**config.mk**
```make
export PLATFORM = sky130hd
export DESIGN_NAME = pong_game_ctrl_flat
export DESIGN_NICKNAME = d
export VERILOG_FILES = /design/src/rtl/pong_pkg.sv /design/src/rtl/pong_game_ctrl_if.sv /design/src/rtl/pong_frame_timer.sv /design/src/rtl/pong_game_ctrl.sv /design/src/flat_wrapper.sv
export SDC_FILE = /design/constraint.sdc
export NUM_CORES = 1
export LEC_CHECK = 0
export ABC_CLOCK_PERIOD_IN_PS = 2400
export CAP_MARGIN = 25
export CORE_UTILIZATION = 45
export DETAILED_ROUTE_END_ITERATION = 10
export PLACE_DENSITY = 0.72
export SLEW_MARGIN = 10
export SYNTH_ARGS = -nofsm -noshare
export SYNTH_HDL_FRONTEND = slang
export SYNTH_SLANG_ARGS = --single-unit
```
**constraint.sdc**
```tcl
create_clock -name pixel_clk -period 2.4 [get_ports pixel_clk]
set_clock_uncertainty 0.2 [all_clocks]
set_input_delay 0.48 -clock pixel_clk [delete_from_list [all_inputs] [get_ports pixel_clk]]
set_output_delay 0.48 -clock pixel_clk [all_outputs]
set_load 0.03 [all_outputs]
```
**src/rtl/pong_pkg.sv**
```systemverilog
// Shared Pong definitions: FSM state and winner encodings, counter widths,
// and screen geometry shared with the motion/collision logic.
package pong_pkg;

    localparam int unsigned SCORE_W       = 4;
    localparam int unsigned SPEED_W       = 3;
    localparam int unsigned SCREEN_WIDTH  = 640;
    localparam int unsigned SCREEN_HEIGHT = 480;

    typedef enum logic [2:0] {
        ST_IDLE  = 3'd0,
        ST_SERVE = 3'd1,
        ST_PLAY  = 3'd2,
        ST_POINT = 3'd3,
        ST_OVER  = 3'd4,
        ST_PAUSE = 3'd5
    } state_t;

    typedef enum logic [1:0] {
        WIN_NONE = 2'd0,
        WIN_P1   = 2'd1,
        WIN_P2   = 2'd2
    } winner_t;

endpackage

```
**src/rtl/pong_game_ctrl_if.sv**
```systemverilog
// Game-controller signal bundle between the frame/collision side and the
// controller. pause_sw exists only when PONG_PAUSE_EN is defined.
interface pong_game_ctrl_if #(
    parameter int unsigned SCORE_W = pong_pkg::SCORE_W
);

    logic                          frame_tick;
    logic                          start_btn;
    logic                          hit_p1;
    logic                          hit_p2;
    logic                          miss_left;
    logic                          miss_right;
`ifdef PONG_PAUSE_EN
    logic                          pause_sw;
`endif
    logic                          move_en;
    logic [pong_pkg::SPEED_W-1:0]  ball_speed;
    logic                          serve_req;
    logic                          serve_dir;
    logic [SCORE_W-1:0]            p1_score;
    logic [SCORE_W-1:0]            p2_score;
    logic [1:0]                    winner;
    logic [2:0]                    state;

    modport master (
`ifdef PONG_PAUSE_EN
        output pause_sw,
`endif
        output frame_tick, start_btn, hit_p1, hit_p2, miss_left, miss_right,
        input  move_en, ball_speed, serve_req, serve_dir,
        input  p1_score, p2_score, winner, state
    );

    modport slave (
`ifdef PONG_PAUSE_EN
        input  pause_sw,
`endif
        input  frame_tick, start_btn, hit_p1, hit_p2, miss_left, miss_right,
        output move_en, ball_speed, serve_req, serve_dir,
        output p1_score, p2_score, winner, state
    );

endinterface

```
**src/rtl/pong_frame_timer.sv**
```systemverilog
// Loadable frame down-counter: counts frame_tick pulses after a load and
// raises a one-cycle expire pulse on the tick that exhausts it. A load of 0
// or 1 expires on the first tick. Load takes priority over a same-cycle tick.
module pong_frame_timer #(
    parameter int unsigned W = 8
) (
    input  logic         clk,
    input  logic         rst,
    input  logic         load,
    input  logic [W-1:0] load_val,
    input  logic         frame_tick,
    output logic         expire
);

    logic [W-1:0] count_q;
    logic         armed_q;

    // Countdown with single-shot expiry; disarmed until the next load.
    always_ff @(posedge clk) begin
        if (rst) begin
            count_q <= '0;
            armed_q <= 1'b0;
            expire  <= 1'b0;
        end else begin
            expire <= 1'b0;
            if (load) begin
                count_q <= load_val;
                armed_q <= 1'b1;
            end else if (frame_tick && armed_q) begin
                if (count_q <= W'(1)) begin
                    count_q <= '0;
                    armed_q <= 1'b0;
                    expire  <= 1'b1;
                end else begin
                    count_q <= count_q - W'(1);
                end
            end
        end
    end

endmodule

```
**src/rtl/pong_game_ctrl.sv**
```systemverilog
// Pong game-flow controller: sequences IDLE/SERVE/PLAY/POINT/OVER, gates
// motion once per frame, keeps scores and escalates ball speed on hits.
// Optional macro PONG_PAUSE_EN adds pause_sw and the PAUSE state.
module pong_game_ctrl #(
    parameter int unsigned WIN_SCORE    = 7,
    parameter int unsigned SCORE_W      = pong_pkg::SCORE_W,
    parameter int unsigned SERVE_FRAMES = 60,
    parameter int unsigned POINT_FRAMES = 120,
    parameter int unsigned SPEEDUP_HITS = 4,
    parameter int unsigned MAX_SPEED    = 4
) (
    input  logic              pixel_clk,
    input  logic              rst,
    pong_game_ctrl_if.slave   bus
);

    import pong_pkg::*;

    localparam int unsigned TMAX    = (SERVE_FRAMES > POINT_FRAMES) ? SERVE_FRAMES : POINT_FRAMES;
    localparam int unsigned TIMER_W = (TMAX < 2) ? 1 : $clog2(TMAX + 1);
    localparam int unsigned HIT_W   = (SPEEDUP_HITS < 2) ? 1 : $clog2(SPEEDUP_HITS + 1);

    state_t               state_q;
    winner_t              winner_q;
    logic                 start_prev;
    logic [SCORE_W-1:0]   p1_q;
    logic [SCORE_W-1:0]   p2_q;
    logic [SPEED_W-1:0]   speed_q;
    logic [HIT_W-1:0]     hit_cnt_q;
    logic                 serve_dir_q;
    logic                 move_en_q;
    logic                 serve_req_q;

    logic                 start_rise_c;
    logic                 hit_c;
    logic                 miss_c;
    logic                 pause_c;
    logic                 win_c;
    logic                 tmr_load_c;
    logic [TIMER_W-1:0]   tmr_val_c;
    logic                 tmr_expire;

    // Input decode and frame-timer load requests, aligned with state changes.
    always_comb begin
        start_rise_c = bus.start_btn & ~start_prev;
        hit_c        = bus.hit_p1 | bus.hit_p2;
        miss_c       = bus.miss_left | bus.miss_right;
`ifdef PONG_PAUSE_EN
        pause_c      = bus.pause_sw;
`else
        pause_c      = 1'b0;
`endif
        win_c        = (p1_q == SCORE_W'(WIN_SCORE)) || (p2_q == SCORE_W'(WIN_SCORE));
        tmr_load_c   = 1'b0;
        tmr_val_c    = TIMER_W'(SERVE_FRAMES);
        case (state_q)
            ST_IDLE, ST_OVER: tmr_load_c = start_rise_c;
            ST_PLAY: begin
                if (miss_c) begin
                    tmr_load_c = 1'b1;
                    tmr_val_c  = TIMER_W'(POINT_FRAMES);
                end
            end
            ST_POINT: tmr_load_c = tmr_expire && !win_c;
            default: ;
        endcase
    end

    pong_frame_timer #(
        .W          (TIMER_W)
    ) u_timer (
        .clk        (pixel_clk),
        .rst        (rst),
        .load       (tmr_load_c),
        .load_val   (tmr_val_c),
        .frame_tick (bus.frame_tick),
        .expire     (tmr_expire)
    );

    // Game FSM with registered outputs; misses outrank pause and hits.
    always_ff @(posedge pixel_clk) begin
        if (rst) begin
            state_q     <= ST_IDLE;
            winner_q    <= WIN_NONE;
            start_prev  <= 1'b1;
            p1_q        <= '0;
            p2_q        <= '0;
            speed_q     <= SPEED_W'(1);
            hit_cnt_q   <= '0;
            serve_dir_q <= 1'b1;
            move_en_q   <= 1'b0;
            serve_req_q <= 1'b0;
        end else begin
            start_prev  <= bus.start_btn;
            move_en_q   <= 1'b0;
            serve_req_q <= 1'b0;
            case (state_q)
                ST_IDLE, ST_OVER: begin
                    if (start_rise_c) begin
                        p1_q      <= '0;
                        p2_q      <= '0;
                        winner_q  <= WIN_NONE;
                        speed_q   <= SPEED_W'(1);
                        hit_cnt_q <= '0;
                        state_q   <= ST_SERVE;
                    end
                end
                ST_SERVE: begin
                    if (tmr_expire) begin
                        serve_req_q <= 1'b1;
                        state_q     <= ST_PLAY;
                    end
                end
                ST_PLAY: begin
                    if (bus.miss_left) begin
                        if (p2_q != {SCORE_W{1'b1}}) p2_q <= p2_q + SCORE_W'(1);
                        serve_dir_q <= 1'b0;
                        state_q     <= ST_POINT;
                    end else if (bus.miss_right) begin
                        if (p1_q != {SCORE_W{1'b1}}) p1_q <= p1_q + SCORE_W'(1);
                        serve_dir_q <= 1'b1;
                        state_q     <= ST_POINT;
                    end else if (pause_c) begin
                        state_q <= ST_PAUSE;
                    end else begin
                        move_en_q <= bus.frame_tick;
                        if (hit_c) begin
                            if (hit_cnt_q == HIT_W'(SPEEDUP_HITS - 1)) begin
                                hit_cnt_q <= '0;
                                if (speed_q < SPEED_W'(MAX_SPEED)) speed_q <= speed_q + SPEED_W'(1);
                            end else begin
                                hit_cnt_q <= hit_cnt_q + HIT_W'(1);
                            end
                        end
                    end
                end
                ST_POINT: begin
                    if (tmr_expire) begin
                        if (p1_q == SCORE_W'(WIN_SCORE)) begin
                            winner_q <= WIN_P1;
                            state_q  <= ST_OVER;
                        end else if (p2_q == SCORE_W'(WIN_SCORE)) begin
                            winner_q <= WIN_P2;
                            state_q  <= ST_OVER;
                        end else begin
                            speed_q   <= SPEED_W'(1);
                            hit_cnt_q <= '0;
                            state_q   <= ST_SERVE;
                        end
                    end
                end
                ST_PAUSE: begin
                    if (!pause_c) state_q <= ST_PLAY;
                end
                default: state_q <= ST_IDLE;
            endcase
        end
    end

    assign bus.move_en    = move_en_q;
    assign bus.ball_speed = speed_q;
    assign bus.serve_req  = serve_req_q;
    assign bus.serve_dir  = serve_dir_q;
    assign bus.p1_score   = p1_q;
    assign bus.p2_score   = p2_q;
    assign bus.winner     = winner_q;
    assign bus.state      = state_q;

endmodule

```
**src/flat_wrapper.sv**
```systemverilog
// flat-port wrapper written by rule: the top's interface ports become plain ports
module pong_game_ctrl_flat import pong_pkg::*;
#(
    parameter int unsigned WIN_SCORE    = 7,
    parameter int unsigned SCORE_W      = pong_pkg::SCORE_W,
    parameter int unsigned SERVE_FRAMES = 60,
    parameter int unsigned POINT_FRAMES = 120,
    parameter int unsigned SPEEDUP_HITS = 4,
    parameter int unsigned MAX_SPEED    = 4
)
  (pixel_clk, rst, bus_frame_tick, bus_start_btn, bus_hit_p1, bus_hit_p2, bus_miss_left, bus_miss_right, bus_move_en, bus_ball_speed, bus_serve_req, bus_serve_dir, bus_p1_score, bus_p2_score, bus_winner, bus_state);
  pong_game_ctrl_if #(.SCORE_W(SCORE_W)) bus_i ();
  input  logic pixel_clk;
  input  logic rst;
  input wire logic [$bits(bus_i.frame_tick)-1:0] bus_frame_tick;
  input wire logic [$bits(bus_i.start_btn)-1:0] bus_start_btn;
  input wire logic [$bits(bus_i.hit_p1)-1:0] bus_hit_p1;
  input wire logic [$bits(bus_i.hit_p2)-1:0] bus_hit_p2;
  input wire logic [$bits(bus_i.miss_left)-1:0] bus_miss_left;
  input wire logic [$bits(bus_i.miss_right)-1:0] bus_miss_right;
  output wire logic [$bits(bus_i.move_en)-1:0] bus_move_en;
  output wire logic [$bits(bus_i.ball_speed)-1:0] bus_ball_speed;
  output wire logic [$bits(bus_i.serve_req)-1:0] bus_serve_req;
  output wire logic [$bits(bus_i.serve_dir)-1:0] bus_serve_dir;
  output wire logic [$bits(bus_i.p1_score)-1:0] bus_p1_score;
  output wire logic [$bits(bus_i.p2_score)-1:0] bus_p2_score;
  output wire logic [$bits(bus_i.winner)-1:0] bus_winner;
  output wire logic [$bits(bus_i.state)-1:0] bus_state;
  assign bus_i.frame_tick = bus_frame_tick;
  assign bus_i.start_btn = bus_start_btn;
  assign bus_i.hit_p1 = bus_hit_p1;
  assign bus_i.hit_p2 = bus_hit_p2;
  assign bus_i.miss_left = bus_miss_left;
  assign bus_i.miss_right = bus_miss_right;
  assign bus_move_en = bus_i.move_en;
  assign bus_ball_speed = bus_i.ball_speed;
  assign bus_serve_req = bus_i.serve_req;
  assign bus_serve_dir = bus_i.serve_dir;
  assign bus_p1_score = bus_i.p1_score;
  assign bus_p2_score = bus_i.p2_score;
  assign bus_winner = bus_i.winner;
  assign bus_state = bus_i.state;
  pong_game_ctrl #(.WIN_SCORE(WIN_SCORE), .SCORE_W(SCORE_W), .SERVE_FRAMES(SERVE_FRAMES), .POINT_FRAMES(POINT_FRAMES), .SPEEDUP_HITS(SPEEDUP_HITS), .MAX_SPEED(MAX_SPEED)) u_core (.pixel_clk(pixel_clk), .rst(rst), .bus(bus_i));
endmodule
```
==> summary.md, run 1 <==
| Metric | Value |
|---|---|
| Result of the run | `completed` |
| Crit path largest cell delay | `0.75 ns` |
| Proportion of synthesized flip-flops having asynchronous set or reset | `0%` |
| CTS Root Buffer Type | `sky130_fd_sc_hd__clkbuf_8` |
| Drc violations | `0` |
| Critical path type | `reg -> out` |
| Biggest area consumer among synthesized cells | `sky130_fd_sc_hd__dfxtp_1` |
| Routed WL per cell | `13.93 um` |
| Global-route wire length before repair | `6.382 mm` |
| Max Transition Viols Final | `0` |
| Most instantiated library cell after synthesis | `sky130_fd_sc_hd__dfxtp_1` |
| Clock period minus worst slack | `2.283 ns` |
| Count of cell types in the netlist | `54` |
| Primary FF master, synth | `sky130_fd_sc_hd__dfxtp_1` |
| Antenna violations before repair | `0` |
| Final worst setup slack | `0.1168 ns` |
| TritonCTS Buffers | `5` |
| Total vias in the final route | `1621` |
| Yosys warning total | `0` |
| Area share of the largest cell type after synthesis | `36.94%` |
| Category of cells accounting for the largest share of critical-path delay | `buffers and inverters` |
| Final global-route overflow total | `0` |
| Number of instances in the synthesized netlist | `200` |
| Required time at the worst-slack endpoint | `1.72 ns` |
| Vias/cell | `5.668` |
| Slowest cell on crit path | `sky130_fd_sc_hd__clkdlybuf4s50_1` |
| Starting utilization of the core area | `47.01%` |
| Most frequent cells after synthesis | `sky130_fd_sc_hd__dfxtp_1 (32), sky130_fd_sc_hd__a21oi_1 (18), sky130_fd_sc_hd__nor2_1 (17), sky130_fd_sc_hd__nand3_1 (14), sky130_fd_sc_hd__o21ai_0 (12)` |
| Die area | `0.004106 mm^2` |
| Worst VDD drop | `0.3147 mV` |
| Number of design-rule violations left by the first detailed-router iteration | `82` |
| Hold path cells | `2` |
| Placement row count | `22` |
| Count of hold buffers inserted by post-cts repair | `0` |
| Layout cells sized above 1 | `12.18%` |
| Worst reg2reg path endpoint | `u_core.bus.winner[1]` |
| Total of endpoints with negative setup slack in the final report | `0` |
| Upper clock frequency limit | `438.0 MHz` |
| Worst slew pin tran | `0.4528 ns` |
| R2R Path Start | `u_core.bus.p2_score[0]` |
| WP depth | `1` |
| Worst-case register-to-register setup slack | `0.41 ns` |
| IO Pins | `27` |
| Clock network latency to the later pin of the worst-skew pair | `0.29 ns` |
| Last weighted congestion value of the routability-driven placer | `0.9027` |
| Worst hold path type | `reg -> reg` |
| Bufs on Longest Clock Path | `2` |
| DP HPWL | `2.881 mm` |
| Depth of the most critical reg-to-reg path | `5` |
| Total routed wirelength | `3.983 mm` |
| Number of nets in the layout | `252` |
| Area inside the core boundary | `0.003689 mm^2` |
| Sequential share of the synthesized area | `36.94%` |
| Count of buffer and inverter cells on the critical path | `1` |
| Nature of the critical path startpoint | `flip-flop` |
| Tcrit/Tclk final | `95.13%` |
| Worst Min Path Start | `u_core.hit_cnt_q[2]` |
| Maximum number of pins on one net before global-route repair | `18` |
| H-tree levels | `2` |
| Via count of the first global-routing pass | `1376` |
| Clock-pin slew reported for the worst setup and hold paths after clock tree synthesis | `0.06 ns` |
| Count of clock tree sinks | `32` |
| Synth Area per Inst | `8.671 um^2` |
| Synthesized cell area | `0.001734 mm^2` |
| Number of enable flip-flop cells after synthesis | `0` |
| # diodes | `0` |
| Crit path DAT | `1.60 ns` |
| Number of endpoints with negative hold slack in the final report | `0` |
| Number of flip-flops and latches in the synthesized netlist | `32` |
| Max-cap violation count | `0` |
| Die H | `64.08 um` |
| Top fanout value on the critical path | `13` |
| Layout overhead on the synthesized area | `27.27%` |
| Gr usage total | `20.73%` |
| CTS tree | `done` |
| Power per unit of standard cell area | `551.8 mW/mm^2` |
| Aggregate negative setup slack | `0 ns` |
| Max transition margin | `69.69%` |
| TritonRoute pass-1 iters | `4` |
| Count of nets left with antenna violations after detail routing | `0` |
| End of the worst hold path | `u_core.hit_cnt_q[2]` |
| Nets in the synthesized netlist | `214` |
| Leakage power summed over all cells | `0.0008078 uW` |
| Horizontal extent of the die | `64.08 um` |
| Ranking of synthesized cells by area | `sky130_fd_sc_hd__dfxtp_1 (37%), sky130_fd_sc_hd__a21oi_1 (5.2%), sky130_fd_sc_hd__ha_1 (4.3%), sky130_fd_sc_hd__nand3_1 (4.0%), sky130_fd_sc_hd__nor2_1 (3.7%)` |
| Minimum setup slack after placement | `0.04252 ns` |
| Unrepaired setup endpoints after global routing | `false` |
| Count of buffers inserted at the top-level ports | `26` |
| Critical path, cell by cell | `clkdlybuf4s50_1` |
| Crit path capture type | `output pin` |
[report_power, final]
group / internal [uW] / switching (uW) / leakage (uW)
sequential: 550 / 27.0 / 0.000260
clock: 255 / 201 / 0.0000503
combinational: 84.2 / 100 / 0.000498
total: 889 / 329 / 0.000808
[area by class of cell]
| class | instances | area [um^2] |
|---|---|---|
| Clock buffer | 7 | 96.34 |
| Timing Repair Buffer | 38 | 350.3 |
| Fill cell | 344 | 1481 |
| Tap cell | 48 | 60.06 |
| Sequential cell | 32 | 641.9 |
| Multi-Input combinational cell | 156 | 1040 |
| Inverter | 5 | 18.77 |
[state kept, by name, summed over array words and instances (netlist names)]
| signal | cells |
|---|---|
| u_core.hit_cnt_q | 3 |
| u_core.bus.winner | 2 |
| u_core.bus.p1_score | 4 |
| u_core.bus.serve_req | 1 |
| u_core.bus.p2_score | 4 |
| u_core.u_timer.count_q | 7 |
| u_core.bus.serve_dir | 1 |
| u_core.bus.state | 3 |
| u_core.bus.ball_speed | 3 |
| u_core.start_prev | 1 |
| u_core.bus.move_en | 1 |
| u_core.u_timer.expire | 1 |
| u_core.u_timer.armed_q | 1 |
[logic make-up after synthesis]
group           count (synthesis)  share of synthesized area, %
simple gates                   91                         32.68
compound gates                 52                         18.83
flops                          32                         36.94
buf+inv                        12                         3.103
mux                             6                         3.608
fa+ha+maj                       6                         4.329
xor+xnor                        1                        0.5051
[per-stage QoR]
step	hold WS [ns]	util (%)	instances	area (um^2)	total power (uW)
after floorplan	0.2193	-	200	1734	704.6
final	0.2526	59.84	286	2207	1218
after global placement	0.2617	57.19	279	2110	768.2
after detailed placement	0.2367	57.19	279	2110	769.9
after global routing	0.3083	59.84	286	2207	1271
after CTS	0.2514	59.84	286	2207	1228
[worst min-delay path: stages (launching register included)]
cell	delay, ns
sky130_fd_sc_hd__dfxtp_1	0.31
sky130_fd_sc_hd__nand3_1	0.06
sky130_fd_sc_hd__a31oi_1	0.04
[timing repair]
action,in CTS,in global routing
buffers inserted,0,0
endpoints found under the setup margin,1,0
resized for setup,1,0
[layout by cell type, fill, tap and decap left out, drive strengths merged, types with 5 or more instances in the layout]
master | netlist | final
a31oi | 6 | 6
nor2 | 17 | 17
o21ai | 13 | 13
nand2 | 9 | 9
nand3b | 5 | 5
buf | 5 | 12
inv | 5 | 5
ha | 6 | 6
clkdlybuf4s50 | 0 | 26
clkbuf | 2 | 7
dfxtp | 32 | 32
nor3 | 6 | 6
nand3 | 14 | 14
a21oi | 18 | 18
[worst max-delay path by stage]
stage / startpoint / slack (ns) / endpoint
3_3_place_gp: bus_start_btn / 0.06 / u_core.bus.p1_score[2]
3_5_place_dp: bus_start_btn / 0.04 / u_core.bus.p1_score[2]
4_1_cts: u_core.bus.state[2] / 0.11 / bus_state[2]
5_1_grt: u_core.bus.state[2] / 0.04 / bus_state[2]
6_report: u_core.bus.state[2] / 0.12 / bus_state[2]
2_1_floorplan: u_core.bus.state[0] / 0.35 / u_core.bus.winner[0]
[routing by layer]
layer / global-route usage [%] / vias up / share of wire, %
li1: - / 833 / -
met1: 25.66 / 743 / 48
met2: 32.98 / 39 / 46
met3: 6.429 / 6 / 4.7
met4: 8.807 / 0 / 1.6
met5: 0 / - / 0
(Power assumes the default switching activity.)
==> run 2, diff against run 1 <==
--- a/config.mk
+++ b/config.mk
@@ -7,9 +7,10 @@
 export LEC_CHECK = 0
 export ABC_CLOCK_PERIOD_IN_PS = 2400
 export CAP_MARGIN = 25
-export CORE_UTILIZATION = 45
+export CORE_UTILIZATION = 53
 export DETAILED_ROUTE_END_ITERATION = 10
-export PLACE_DENSITY = 0.72
+export PLACE_DENSITY = 0.82
+export REMOVE_ABC_BUFFERS = 1
 export SLEW_MARGIN = 10
 export SYNTH_ARGS = -nofsm -noshare
 export SYNTH_HDL_FRONTEND = slang
==> run 2 against run 1 <==
Power is 9.4% lower. Register-to-register slack got worse by 0.10 ns. Non-clock buffer count fell by 5. Via count is 2.0% higher. Setup slack got worse by 0.059 ns. Largest power group unchanged.
==> summary.md, run 2 (same netlist as run 1, synthesis figures left out) <==
| Metric | Value |
|---|---|
| Bufs on Longest Clock Path | `2 (unchanged)` |
| Final design utilization | `69.72% (+9.9 points)` |
| Routed WL per cell | `15.23 um (+9.4%)` |
| Count of hold buffers inserted by post-cts repair | `0 (unchanged)` |
| Total vias in the final route | `1654 (+2.0%)` |
| TritonCTS Buffers | `5 (unchanged)` |
| CTS Root Buffer Type | `sky130_fd_sc_hd__clkbuf_4` |
| CTS tree | `done` |
| Placement row count | `20 (-9.1%)` |
| Crit path capture type | `output pin` |
| TritonRoute pass-1 iters | `4 (unchanged)` |
| Tcrit/Tclk final | `97.60% (+2.5 points)` |
| Crit path DAT | `1.66 ns (+0.06 ns)` |
| Leakage power summed over all cells | `0.0007742 uW (-4.2%)` |
| Category of cells accounting for the largest share of critical-path delay | `buffers and inverters` |
| Setup Buffers After CTS | `0 (unchanged)` |
| Critical path, cell by cell | `clkdlybuf4s50_1` |
| Required time at the worst-slack endpoint | `1.72 ns (about the same)` |
| Top fanout value on the critical path | `13 (unchanged)` |
| Worst hold path type | `reg -> reg` |
| Max Transition Viols Final | `0 (unchanged)` |
| Hold_ws | `0.2555 ns (+0.002868 ns)` |
| Count of buffers inserted at the top-level ports | `26 (unchanged)` |
| Vias/cell | `5.971 (+5.4%)` |
| Max-cap violation count | `0 (unchanged)` |
| Clock period minus worst slack | `2.342 ns (+0.05928 ns)` |
| Gr usage total | `26.61% (+5.9 points)` |
| Drc violations | `0 (unchanged)` |
| Nature of the critical path startpoint | `flip-flop` |
| Worst VDD drop | `0.4107 mV (+31%)` |
| Worst slew pin tran | `0.4717 ns (+0.01886 ns)` |
| H-tree levels | `2 (unchanged)` |
| Count of buffer and inverter cells on the critical path | `1 (unchanged)` |
| Via count of the first global-routing pass | `1580 (+15%)` |
| Horizontal extent of the die | `59.20 um (-7.6%)` |
| Die area | `0.003505 mm^2 (-15%)` |
| Upper clock frequency limit | `426.9 MHz (-2.5%)` |
| Maximum number of pins on one net before global-route repair | `18 (unchanged)` |
| Most frequent standard cell in the layout excluding fill and tap cells | `sky130_fd_sc_hd__dfxtp_1` |
| Final global-route overflow total | `0 (unchanged)` |
| Critical path type | `reg -> out` |
| Number of nets in the layout | `247 (-2.0%)` |
| Clock-pin slew reported for the worst setup and hold paths after clock tree synthesis | `0.10 ns (+0.04 ns)` |
| Number of design-rule violations left by the first detailed-router iteration | `95 (+16%)` |
| Aggregate negative setup slack | `0 ns (unchanged)` |
| Clock network latency to the later pin of the worst-skew pair | `0.33 ns (+0.04 ns)` |
| Commonest non-fill, non-tap cells in the layout | `sky130_fd_sc_hd__dfxtp_1 (31), sky130_fd_sc_hd__clkdlybuf4s50_1 (26), sky130_fd_sc_hd__a21oi_1 (18)` |
| Result of the run | `completed` |
| Antenna violations before repair | `0 (unchanged)` |
| Starting utilization of the core area | `56.34% (+9.3 points)` |
| Last weighted congestion value of the routability-driven placer | `0.8827 (-2.2%)` |
| Global-route wire length before repair | `6.996 mm (+9.6%)` |
| DP HPWL | `3.189 mm (+11%)` |
| IO Pins | `27 (unchanged)` |
| Max transition margin | `68.42% (-1.3 points)` |
| Layout cells sized above 1 | `10.30% (-1.9 points)` |
| Die H | `59.20 um (-7.6%)` |
| Unrepaired setup endpoints after global routing | `false` |
| Crit path largest cell delay | `0.75 ns (about the same)` |
| Slowest cell on crit path | `sky130_fd_sc_hd__clkdlybuf4s50_1` |
| Layout overhead on the synthesized area | `23.74%` |
| Total of endpoints with negative setup slack in the final report | `0 (unchanged)` |
| Worst-case register-to-register setup slack | `0.31 ns (-0.10 ns)` |
| Max reg flops | `7 (unchanged)` |
| Power per unit of standard cell area | `514.4 mW/mm^2 (-6.8%)` |
| Area inside the core boundary | `0.003078 mm^2 (-17%)` |
| Total routed wirelength | `4.219 mm (+5.9%)` |
| # diodes | `0 (unchanged)` |
| Register name with the most flops | `u_core.u_timer.count_q` |
| Number of endpoints with negative hold slack in the final report | `0 (unchanged)` |
| Count of nets left with antenna violations after detail routing | `0 (unchanged)` |
| Count of clock tree sinks | `32 (unchanged)` |
| Resized cells post-CTS | `1 (unchanged)` |
## run 2: report_power, final
group	internal (uW)	switching (uW)	total [uW]
clock	166	177	343
sequential	549	27.4	577
combinational	82.1	102	184
## run 2: final cells by class
| cell class | count | area, um^2 |
|---|---|---|
| Sequential cell | 32 | 641.9 |
| Tap cell | 44 | 55.05 |
| Multi-Input combinational cell | 156 | 1040 |
| Inverter | 5 | 18.77 |
| Timing Repair Buffer | 33 | 325.3 |
| Clock buffer | 7 | 65.06 |
| Fill cell | 245 | 932.1 |
## run 2: path summary, 6_finish.rpt
path | from | endpoint | cells after the start
max | u_core.bus.state[2] | bus_state[2] | 1
min reg2reg | u_core.hit_cnt_q[2] | u_core.hit_cnt_q[2] | 2
max reg2reg | u_core.bus.state[1] | u_core.bus.p1_score[2] | 5
min | u_core.hit_cnt_q[2] | u_core.hit_cnt_q[2] | 2
## run 2: per-stage QoR
stage                     total power (uW)  area, um^2  cells  setup slack, ns
after floorplan                      697.0        1699    193          0.06747
after global placement               760.5        2079    270          0.09673
after detailed placement             770.4        2079    270          0.04048
after CTS                             1111        2146    277          0.05376
after global routing                  1153        2146    277         0.006800
final                                 1104        2146    277          0.05755
## run 2: metal layers
layer / wire length [um] / GRT usage (%) / vias up
met3: 269 / 6.769 / 6
met2: 1991 / 44.46 / 56
met5: 0 / 0 / -
li1: - / - / 822
met4: 51 / 9.184 / 0
met1: 1907 / 33.11 / 770
==> run 3, diff against run 2 <==
--- a/config.mk
+++ b/config.mk
@@ -7,11 +7,14 @@
 export LEC_CHECK = 0
 export ABC_CLOCK_PERIOD_IN_PS = 2400
 export CAP_MARGIN = 25
-export CORE_UTILIZATION = 53
+export CORE_UTILIZATION = 55
+export CTS_BUF_LIST = sky130_fd_sc_hd__clkbuf_4 sky130_fd_sc_hd__clkbuf_8
 export DETAILED_ROUTE_END_ITERATION = 10
-export PLACE_DENSITY = 0.82
+export PLACE_DENSITY = 0.84
+export RECOVER_POWER = 50
 export REMOVE_ABC_BUFFERS = 1
 export SLEW_MARGIN = 10
 export SYNTH_ARGS = -nofsm -noshare
 export SYNTH_HDL_FRONTEND = slang
+export SYNTH_HIERARCHICAL = 1
 export SYNTH_SLANG_ARGS = --single-unit
==> run 3 against run 2 <==
Sequential share of layout area is 1.1 points lower. Critical path depth up 1. Final cell count grew 6.9%. Non-clock buffer count rose by 12. First-iteration DRC count decreased by 60%. Die area fell by 1.7%. Sequential cell count stayed put. Cell area rose by 3.7%. Register-to-register slack lost 0.13 ns. Wire length fell by 6.4%. Critical path type unchanged.
==> summary.md, run 3 <==
| Metric | Value |
|---|---|
| Max-cap violation count | `0 (unchanged)` |
| Total of endpoints with negative setup slack in the final report | `0 (unchanged)` |
| Final Non-Filler Cells | `296 (+6.9%)` |
| Worst hold path type | `reg -> reg` |
| Post-Layout Inst Area | `0.002225 mm^2 (+3.7%)` |
| Number of design-rule violations left by the first detailed-router iteration | `38 (-60%)` |
| Crit path DAT | `1.59 ns (-0.07 ns)` |
| Worst slew pin tran | `0.5910 ns (+0.1193 ns)` |
| Drc violations | `0 (unchanged)` |
| Clock network latency to the later pin of the worst-skew pair | `0.34 ns (about the same)` |
| Power per unit of standard cell area | `495.3 mW/mm^2 (-3.7%)` |
| DP HPWL | `2.858 mm (-10%)` |
| Die H | `58.70 um (-0.85%)` |
| Upper clock frequency limit | `441.4 MHz (+3.4%)` |
| Gr usage total | `25.45% (-1.2 points)` |
| Count of cell types in the netlist | `57 (+5.6%)` |
| Area inside the core boundary | `0.003053 mm^2 (-0.81%)` |
| Number of instances in the synthesized netlist | `206 (+3.0%)` |
| Area after DPL | `0.002172 mm^2 (+4.5%)` |
| Max reg flops | `7 (unchanged)` |
| Bufs on Longest Clock Path | `2 (unchanged)` |
| Clock-pin slew reported for the worst setup and hold paths after clock tree synthesis | `0.10 ns (about the same)` |
| Biggest area consumer among synthesized cells | `sky130_fd_sc_hd__dfxtp_1` |
| Most instantiated library cell after synthesis | `sky130_fd_sc_hd__dfxtp_1` |
| Number of nets in the layout | `265 (+7.3%)` |
| Critical path type | `reg -> out` |
| TritonRoute pass-1 iters | `4 (unchanged)` |
| Crit path largest cell delay | `0.69 ns (-0.06 ns)` |
| Number of endpoints with negative hold slack in the final report | `0 (unchanged)` |
| Setup Buffers After CTS | `0 (unchanged)` |
| Result of the run | `completed` |
| Count of hold buffers inserted by post-cts repair | `0 (unchanged)` |
| Routed WL per cell | `13.34 um (-12%)` |
| Primary FF master, synth | `sky130_fd_sc_hd__dfxtp_1` |
| Number of enable flip-flop cells after synthesis | `0 (unchanged)` |
| Count of buffer and inverter cells on the critical path | `2 (+1)` |
| Area share of the largest cell type after synthesis | `36.23% (-0.71 points)` |
| Total vias in the final route | `1655 (+0.060%)` |
| Yosys warning total | `6 (+6)` |
| Category of cells accounting for the largest share of critical-path delay | `buffers and inverters` |
| H-tree levels | `2 (unchanged)` |
| Sequential share of the synthesized area | `36.23% (-0.71 points)` |
| Layout cells sized above 1 | `14.68% (+4.4 points)` |
| Vias/cell | `5.591 (-6.4%)` |
| Slowest cell on crit path | `sky130_fd_sc_hd__clkdlybuf4s50_1` |
| Via count of the first global-routing pass | `1436 (-9.1%)` |
| CTS tree | `done` |
| CTS Root Buffer Type | `sky130_fd_sc_hd__clkbuf_4` |
| Horizontal extent of the die | `58.70 um (-0.85%)` |
| Worst VDD drop | `0.3143 mV (-23%)` |
| Overall power of the completed layout | `1102 uW (-0.16%)` |
| Starting utilization of the core area | `57.91% (+1.6 points)` |
| Resized cells post-CTS | `0 (-1)` |
| Max transition margin | `60.47% (-8.0 points)` |
| Antenna violations before repair | `0 (unchanged)` |
| IO Pins | `27 (unchanged)` |
| Synthesized cell area | `0.001768 mm^2 (+1.9%)` |
| Nature of the critical path startpoint | `flip-flop` |
| Register name with the most flops | `u_core/u_timer/count_q` |
| Count of clock tree sinks | `32 (unchanged)` |
| Commonest non-fill, non-tap cells in the layout | `sky130_fd_sc_hd__dfxtp_1 (32), sky130_fd_sc_hd__nor2_1 (24), sky130_fd_sc_hd__clkdlybuf4s50_1 (21)` |
| Aggregate negative setup slack | `0 ns (unchanged)` |
| Crit path capture type | `output pin` |
| Synth Area per Inst | `8.582 um^2 (-1.0%)` |
| Global-route wire length before repair | `6.520 mm (-6.8%)` |
| Maximum number of pins on one net before global-route repair | `17 (-1)` |
| Most frequent standard cell in the layout excluding fill and tap cells | `sky130_fd_sc_hd__dfxtp_1` |
| Tcrit/Tclk final | `94.39% (-3.2 points)` |
| Placement row count | `20 (unchanged)` |
| Unrepaired setup endpoints after global routing | `false` |
| Layout overhead on the synthesized area | `25.83%` |
| Count of buffers inserted at the top-level ports | `26 (unchanged)` |
| Max Transition Viols Final | `0 (unchanged)` |
| Most frequent cells after synthesis | `sky130_fd_sc_hd__dfxtp_1 (32), sky130_fd_sc_hd__nor2_1 (24), sky130_fd_sc_hd__a21oi_1 (18), sky130_fd_sc_hd__nand2_1 (11), sky130_fd_sc_hd__nand3_1 (10)` |
| Count of nets left with antenna violations after detail routing | `0 (unchanged)` |
| Top fanout value on the critical path | `14 (+1)` |
| Proportion of synthesized flip-flops having asynchronous set or reset | `0% (unchanged)` |
| Number of flip-flops and latches in the synthesized netlist | `32 (unchanged)` |
| # diodes | `0 (unchanged)` |
| Placed cell count | `288 (+6.7%)` |
| Leakage power summed over all cells | `0.0008846 uW (+14%)` |
| Last weighted congestion value of the routability-driven placer | `0.9285 (+5.2%)` |
| Required time at the worst-slack endpoint | `1.72 ns (about the same)` |
| Die area | `0.003445 mm^2 (-1.7%)` |
| Critical path, cell by cell | `buf_4 > clkdlybuf4s50_1` |
| Total routed wirelength | `3.949 mm (-6.4%)` |
| Final global-route overflow total | `0 (unchanged)` |
| Clock period minus worst slack | `2.265 ns (-0.07712 ns)` |
| Ranking of synthesized cells by area | `sky130_fd_sc_hd__dfxtp_1 (36%), sky130_fd_sc_hd__a21oi_1 (5.1%), sky130_fd_sc_hd__nor2_1 (5.1%), sky130_fd_sc_hd__ha_1 (4.2%), sky130_fd_sc_hd__nand3_1 (2.8%)` |
| TritonCTS Buffers | `5 (unchanged)` |
[run 3: changes by cell type in the layout (fill, tap and decap cells not counted), moves of 4 or more]
cell and change:
sky130_fd_sc_hd__o21ai_0 -5, sky130_fd_sc_hd__clkbuf_1 +4, sky130_fd_sc_hd__conb_1 +5, sky130_fd_sc_hd__nor2_1 +7, sky130_fd_sc_hd__buf_4 +9, sky130_fd_sc_hd__dlygate4sd3_1 +5, sky130_fd_sc_hd__nand3_1 -4, sky130_fd_sc_hd__clkdlybuf4s50_1 -5
[run 3: worst min-delay path, cell delays in order, from the launching register on]
cell                      delay [ns]
sky130_fd_sc_hd__dfxtp_1        0.32
sky130_fd_sc_hd__nand2_1        0.05
sky130_fd_sc_hd__a21oi_1        0.05
[run 3: path summary, 6_finish.rpt]
kind                               start                   endpoint  slack, ns  depth (start not counted)
hold / removal      u_core/bus.winner[0]       u_core/bus.winner[0]       0.26                          2
setup / recovery     u_core/bus.state[0]               bus_state[0]       0.13                          2
hold reg to reg     u_core/bus.winner[0]       u_core/bus.winner[0]       0.26                          2
setup reg to reg  u_core/bus.p2_score[0]  u_core/u_timer/count_q[4]       0.18                          9
[run 3: cell families (layout without fill, tap and decap cells)]
kind of cell	count (synthesis)	after routing	synth area share, %
compound gates	55	55	21.16
other cells	2	5	0.4248
buf+inv	18	61	5.379
flops	32	32	36.23
mux	4	4	2.265
simple gates	86	86	28.80
fa+ha+maj	6	6	4.246
xor+xnor	3	3	1.486
[run 3: metal layers]
| layer | routed length, um | GRT usage (%) | vias to the layer above |
|---|---|---|---|
| li1 | - | - | 836 |
| met5 | 0 | 0 | - |
| met4 | 45 | 10.54 | 0 |
| met2 | 1893 | 41.54 | 48 |
| met3 | 176 | 8.352 | 4 |
| met1 | 1834 | 30.87 | 767 |
[run 3: power by group]
part	total, uW	leakage (uW)	internal, uW	switching, uW
combinational	186	0.000586	83.2	103
clock	354	0.0000394	167	187
sequential	561	0.000259	544	17.0
total	1100	0.000885	795	307
[run 3: final cells by class]
class,instances,area [um^2]
multi-input combinational,159,1045
clock buffer,8,66.31
tap,44,55.05
timing repair buffer,45,387.9
inverter,8,30.03
sequential,32,640.6
fill,262,828.3
[run 3: stage by stage]
stage          utilization, %  setup slack [ns]  hold WS, ns
4_1_cts                 73.32            0.1260       0.2641
6_report                72.87            0.1347       0.2578
5_1_grt                 72.87           0.01966       0.2841
2_1_floorplan               -           -0.1927       0.2435
3_3_place_gp            71.15          -0.03510       0.2448
3_5_place_dp            71.15          -0.07149       0.2503
